**config.mk**
```make
export PLATFORM = sky130hd
export DESIGN_NAME = mult_div_unit
export DESIGN_NICKNAME = d
export VERILOG_FILES = /design/src/rtl/mult_div_pkg.sv /design/src/rtl/div_restoring_core.sv /design/src/rtl/mult_div_unit.sv
export SDC_FILE = /design/constraint.sdc
export NUM_CORES = 1
export LEC_CHECK = 0
export BUFFER_PORTS_ARGS = -buffer_cell sky130_fd_sc_hd__buf_2
export CORE_MARGIN = 2
export CORE_UTILIZATION = 41
export CTS_CLUSTER_SIZE = 10
export DETAILED_ROUTE_END_ITERATION = 10
export PLACE_DENSITY = 0.58
export SLEW_MARGIN = 30
export SYNTH_ARGS = -nofsm -noshare
export SYNTH_HDL_FRONTEND = slang
export SYNTH_SLANG_ARGS = --single-unit
```
**constraint.sdc**
```tcl
create_clock -name clk -period 8.67 [get_ports clk]
set_clock_uncertainty 0.1 [all_clocks]
set_input_delay 0.867 -clock clk [delete_from_list [all_inputs] [get_ports clk]]
set_output_delay 0.867 -clock clk [all_outputs]
set_load 0.05 [all_outputs]
```
**src/rtl/mult_div_pkg.sv**
```systemverilog
// mult_div_pkg: shared constants and types for the multiply/divide unit
package mult_div_pkg;
  localparam int DATA_WIDTH_DEF = 32;
  localparam int CNT_W = 6;
  localparam logic [1:0] IDLE = 2'd0;
  localparam logic [1:0] MULT = 2'd1;
  localparam logic [1:0] DIV = 2'd2;
  localparam logic [1:0] FINISH = 2'd3;
  typedef enum logic {OP_MULT, OP_DIV} op_e;
endpackage

```
**src/rtl/div_restoring_core.sv**
```systemverilog
// div_restoring_core: one restoring-division step on unsigned magnitudes
module div_restoring_core #(
  parameter int W = 32
) (
  input  logic [W-1:0] rem,
  input  logic [W-1:0] quo,
  input  logic [W-1:0] divisor,
  output logic [W-1:0] rem_next,
  output logic [W-1:0] quo_next
);
  logic [W:0] trial, diff;
  assign trial = {rem, quo[W-1]};
  assign diff = trial - {1'b0, divisor};
  assign rem_next = diff[W] ? trial[W-1:0] : diff[W-1:0];
  assign quo_next = {quo[W-2:0], ~diff[W]};
endmodule

```
**src/rtl/mult_div_unit.sv**
```systemverilog
// mult_div_unit: multicycle Booth multiply / restoring divide producing HI/LO.
// MULTDIV_UNSIGNED_EN adds signed_op for multu/divu.
module mult_div_unit
  import mult_div_pkg::*;
#(
  parameter int DATA_WIDTH = DATA_WIDTH_DEF
) (
  input  logic                  clk,
  input  logic                  reset,
  input  logic                  start_mult,
  input  logic                  start_div,
`ifdef MULTDIV_UNSIGNED_EN
  input  logic                  signed_op,
`endif
  input  logic [DATA_WIDTH-1:0] op_a,
  input  logic [DATA_WIDTH-1:0] op_b,
  output logic                  busy,
  output logic                  done,
  output logic                  div_zero,
  output logic [DATA_WIDTH-1:0] hi,
  output logic [DATA_WIDTH-1:0] lo
);
  localparam int W = DATA_WIDTH;
  logic [1:0] state;
  logic [CNT_W-1:0] cnt;
  op_e op;
  logic sgn, sgn_in, a_neg, b_neg, a_neg_in;
  logic [W-1:0] a_lat, b_lat, rem, quo, rem_nx, quo_nx, div_mag, a_mag_in;
  logic [W:0] m_ext, add_res;
  logic [2*W+1:0] acc, acc_nx;
`ifdef MULTDIV_UNSIGNED_EN
  assign sgn_in = signed_op;
`else
  assign sgn_in = 1'b1;
`endif
  assign busy = state != IDLE;
  assign a_neg_in = sgn_in & op_a[W-1];
  assign a_mag_in = a_neg_in ? -op_a : op_a;
  assign a_neg = sgn & a_lat[W-1];
  assign b_neg = sgn & b_lat[W-1];
  assign div_mag = b_neg ? -b_lat : b_lat;
  // Accumulator: A (W+1 bits, room for the most negative multiplicand) | Q | q-1
  assign m_ext = {a_neg, a_lat};
  always_comb begin
    add_res = acc[1:0] == 2'b01 ? acc[2*W+1:W+1] + m_ext :
              acc[1:0] == 2'b10 ? acc[2*W+1:W+1] - m_ext : acc[2*W+1:W+1];
    acc_nx = {add_res[W], add_res, acc[W:1]};
  end
  div_restoring_core #(.W(W)) u_div (
    .rem(rem), .quo(quo), .divisor(div_mag), .rem_next(rem_nx), .quo_next(quo_nx)
  );
  always_ff @(posedge clk) begin
    if (reset) begin
      state <= IDLE;
      cnt <= '0;
      op <= OP_MULT;
      sgn <= 1'b1;
      done <= 1'b0;
      div_zero <= 1'b0;
      hi <= '0;
      lo <= '0;
      a_lat <= '0;
      b_lat <= '0;
      rem <= '0;
      quo <= '0;
      acc <= '0;
    end else begin
      done <= 1'b0;
      case (state)
        IDLE: begin
          if (start_mult || start_div) begin
            a_lat <= op_a;
            b_lat <= op_b;
            sgn <= sgn_in;
            cnt <= '0;
          end
          if (start_mult) begin
            op <= OP_MULT;
            acc <= {{(W+1){1'b0}}, op_b, 1'b0};
            state <= MULT;
          end else if (start_div) begin
            op <= OP_DIV;
            rem <= '0;
            quo <= a_mag_in;
            div_zero <= op_b == '0;
            state <= op_b == '0 ? FINISH : DIV;
          end
        end
        MULT: begin
          acc <= acc_nx;
          cnt <= cnt + 1'b1;
          if (cnt == CNT_W'(W-1)) state <= FINISH;
        end
        DIV: begin
          rem <= rem_nx;
          quo <= quo_nx;
          cnt <= cnt + 1'b1;
          if (cnt == CNT_W'(W-1)) state <= FINISH;
        end
        default: begin
          state <= IDLE;
          done <= 1'b1;
          // Unsigned Booth sees the multiplier as signed; add back M*2^W when its MSB is set
          if (op == OP_MULT) begin
            hi <= acc[2*W:W+1] + ((!sgn && b_lat[W-1]) ? a_lat : '0);
            lo <= acc[W:1];
          end else if (!div_zero) begin
            hi <= a_neg ? -rem : rem;
            lo <= (a_neg ^ b_neg) ? -quo : quo;
          end
        end
      endcase
    end
  end
endmodule

```
==> results.json <==
{
  "postLayoutCoreUtil": 0.459,
  "dieWidth_um": 220,
  "path_max_fanout": 53,
  "crit_required_ns": 8.98,
  "yosysSeqAreaShare": 0.281,
  "grt_start_max_net_pins": 84,
  "end_kind": "flip-flop",
  "whs_ns": 0.363,
  "area_growth_pct": 11.2,
  "core_um2": 46300,
  "max-slew-margin-rel": 0.354,
  "nFillCells": 4755,
  "ys_top_cells_by_count": "337 x nand2_1, 288 x nor2_1, 286 x a21oi_1",
  "routedWlPerCell_um": 20.1,
  "worstMarginPinSlew_ns": 0.966,
  "ys_warn_count": 0,
  "cts-root-buf": "clkbuf_16",
  "slowest_stage": "or4_1",
  "r2r_end": "rem[26]",
  "ant_nets": 0,
  "yosysTopAreaCell": "dfxtp_1",
  "worstSetupStartpointType": "flip-flop",
  "critPathKind": "reg2reg",
  "yosysMostFrequentCell": "nand2_1",
  "avgSynthCellArea_um2": 7.40,
  "clock_latency_ns": 0.56,
  "finalHoldViolCount": 0,
  "period_needed_ns": 5.35,
  "grt_use_met2": 0.423,
  "max_cap_viol_count": 0,
  "clock_sink_count": 268,
  "drive_gt1_frac": 0.0974,
  "ioPinCount": 135,
  "antenna_found_initial": 1,
  "vias": 18800,
  "synth_edf_count": 0,
  "pre_cts_ws_ns": 3.44,
  "nNetsFinal": 2788,
  "synth.area.top_cells": "dfxtp_1 28%, a21oi_1 7.5%, ha_1 6.9%",
  "gpl.final_weighted_congestion": 0.950,
  "worstPathArrival_ns": 5.66,
  "cts_hold_buf": 0,
  "synth_ff_type": "dfxtp_1",
  "power_uw": 5830,
  "vias_per_cell": 5.81,
  "grtUsageMet1": 0.362,
  "crit_path_cell_trace": "nor3_1 > nand2b_1 > nor4_1 > nor2b_1 > nand4_1 > or3_1 > o31ai_1 > xor2_1 > ha_1 > a21o_1 > a21oi_1 > o221ai_1 > or4_1 > nand3_2 > buf_4 > nor4_1 > a311oi_1 > o21ai_0",
  "h-tree-depth": 2,
  "dp_hpwl_um": 48800,
  "fin_ws_ns": 3.32,
  "leakage_uw": 0.00844,
  "synthCells": 2580,
  "synth_area_um2": 19100,
  "cts_made_buffers": 35,
  "detailedRoute.firstIterationViolations": 1735,
  "min_path_type": "reg2reg",
  "cp.buffers_inverters": 1,
  "drc_errors": 0,
  "fin_crit_sh": 0.617,
  "ys_ff_latch": 268,
  "yosysUniqueCellTypes": 82,
  "crit_family": "simple AND/OR/NAND/NOR gates",
  "clk_path_buf_depth": 3,
  "cp_common_cell": "nor4_1",
  "grt_pass1_wl_um": 100000,
  "worst-path-stages": 18,
  "start_util": 0.413,
  "grt-ovfl-total": 0,
  "cpPeakStageDelay_ns": 0.60,
  "postCtsSetupBuffers": 0,
  "grtUsageTotal": 0.264,
  "clk_pin_slew_ns": 0.05,
  "power.density_nw_per_um2": 275,
  "routed_wl_um": 65000,
  "hold_path.startpoint": "lo[29]",
  "slew_viol_final": 0,
  "dr.pass1.iters": 5,
  "setup_viol": 0,
  "rsz0062_at_grt": "false",
  "row_count": 79,
  "r2r_slack_ns": 3.32,
  "ir_drop_v": 0.000208,
  "die_h_um": 220,
  "met3_usage": 0.0462,
  "async_flop_share": 0,
  "antenna_cells": 0,
  "grt_pass1_vias": 17300,
  "yosysTopAreaCellShare": 0.281,
  "status": "finished clean",
  "hold_end": "lo[29]",
  "cts_tree": "done",
  "reg2reg_from": "b_lat[2]",
  "place.port_buffers": 134,
  "min_delay_path_depth": 2,
  "fmax_ghz": 0.187,
  "cts-resized-gates": 0,
  "syn_nets": 2756,
  "die_area_um2": 48300,
  "rr_worst_depth": 18,
  "timing.setup.tns_ns": 0,
  "busiest_layer": "met2"
}
==> per-stage QoR <==
stage	instances	area [µm²]
after CTS	3236	21200
final	3236	21200
after global routing	3236	21200
after global placement	3182	20200
after detailed placement	3182	20200
after floorplan	2580	19100
==> cells by family after synthesis <==
kind of cell             after synthesis  share of synthesized area
AO/OA/AOI/OAI                        831                      0.277
XOR/XNOR                             176                     0.0807
AND/OR/NAND/NOR                      878                      0.207
buffers and inverters                259                     0.0513
adder cells (fa/ha/maj)              108                     0.0719
flip-flops                           268                      0.281
multiplexers                          60                     0.0316
==> per-layer routing <==
layer	vias up	share of wire
li1	9325	-
met1	8848	0.46
met2	540	0.45
met3	83	0.065
met4	2	0.027
met5	-	0.00017
==> power by group <==
part	switching (µW)	internal [µW]	total (µW)
sequential	243	1420	1660
clock	586	828	1410
combinational	1800	959	2760
==> how the worst max path moves through the flow <==
stage | start | end | slack [ns]
floorplan | b_lat[18] | rem[28] | 4.01
global placement | b_lat[2] | rem[26] | 3.54
detailed placement | b_lat[2] | rem[26] | 3.44
CTS | b_lat[2] | rem[26] | 3.40
global route | b_lat[2] | rem[26] | 2.96
finish | b_lat[2] | rem[26] | 3.32
==> registers in the layout, indices dropped and copies added, names as in the netlist <==
signal    count
hi           32
quo          32
a_lat        32
lo           32
rem          32
op            1
cnt           6
state         2
acc          65
div_zero      1
done          1
b_lat        32
==> placed cells by master (no fill, tap or decap), types with 13 or more instances in the layout <==
cell type / count
xor2_1: 108
o31ai_1: 38
a31oi_1: 25
a211oi_1: 103
dfxtp_1: 267
nor2_1: 285
clkbuf_16: 35
a311oi_1: 13
inv_1: 95
o21a_1: 14
ha_1: 103
a21oi_1: 286
nand2_1: 336
nor4_1: 26
nand2b_1: 24
buf_4: 25
or3_1: 22
o221ai_1: 13
o21ai_1: 41
xnor2_1: 68
or4_1: 13
o21ai_0: 126
mux2i_1: 57
nor2b_1: 17
o211ai_1: 19
nand4_1: 18
o41ai_1: 18
buf_2: 133
a21o_1: 27
nor3_1: 49
nand3_1: 30
==> worst register-to-register path, delay by kind of cell (launching register included) <==
kind,cells,cell delay [ns]
compound gates,6,1.17
xor+xnor,1,0.19
fa+ha+maj,1,0.30
buf+inv,1,0.48
flops,1,0.34
simple gates,9,2.63
==> layout make-up <==
class	instances	area (µm²)	area share
Clock inverter	9	133	0.00625
Multi-Input combinational cell	2053	12800	0.603
Tap cell	607	759	0.0358
Sequential cell	268	5370	0.253
Timing Repair Buffer	159	865	0.0407
Inverter	95	357	0.0168
Clock buffer	45	943	0.0444
(Power assumes the default switching activity.)
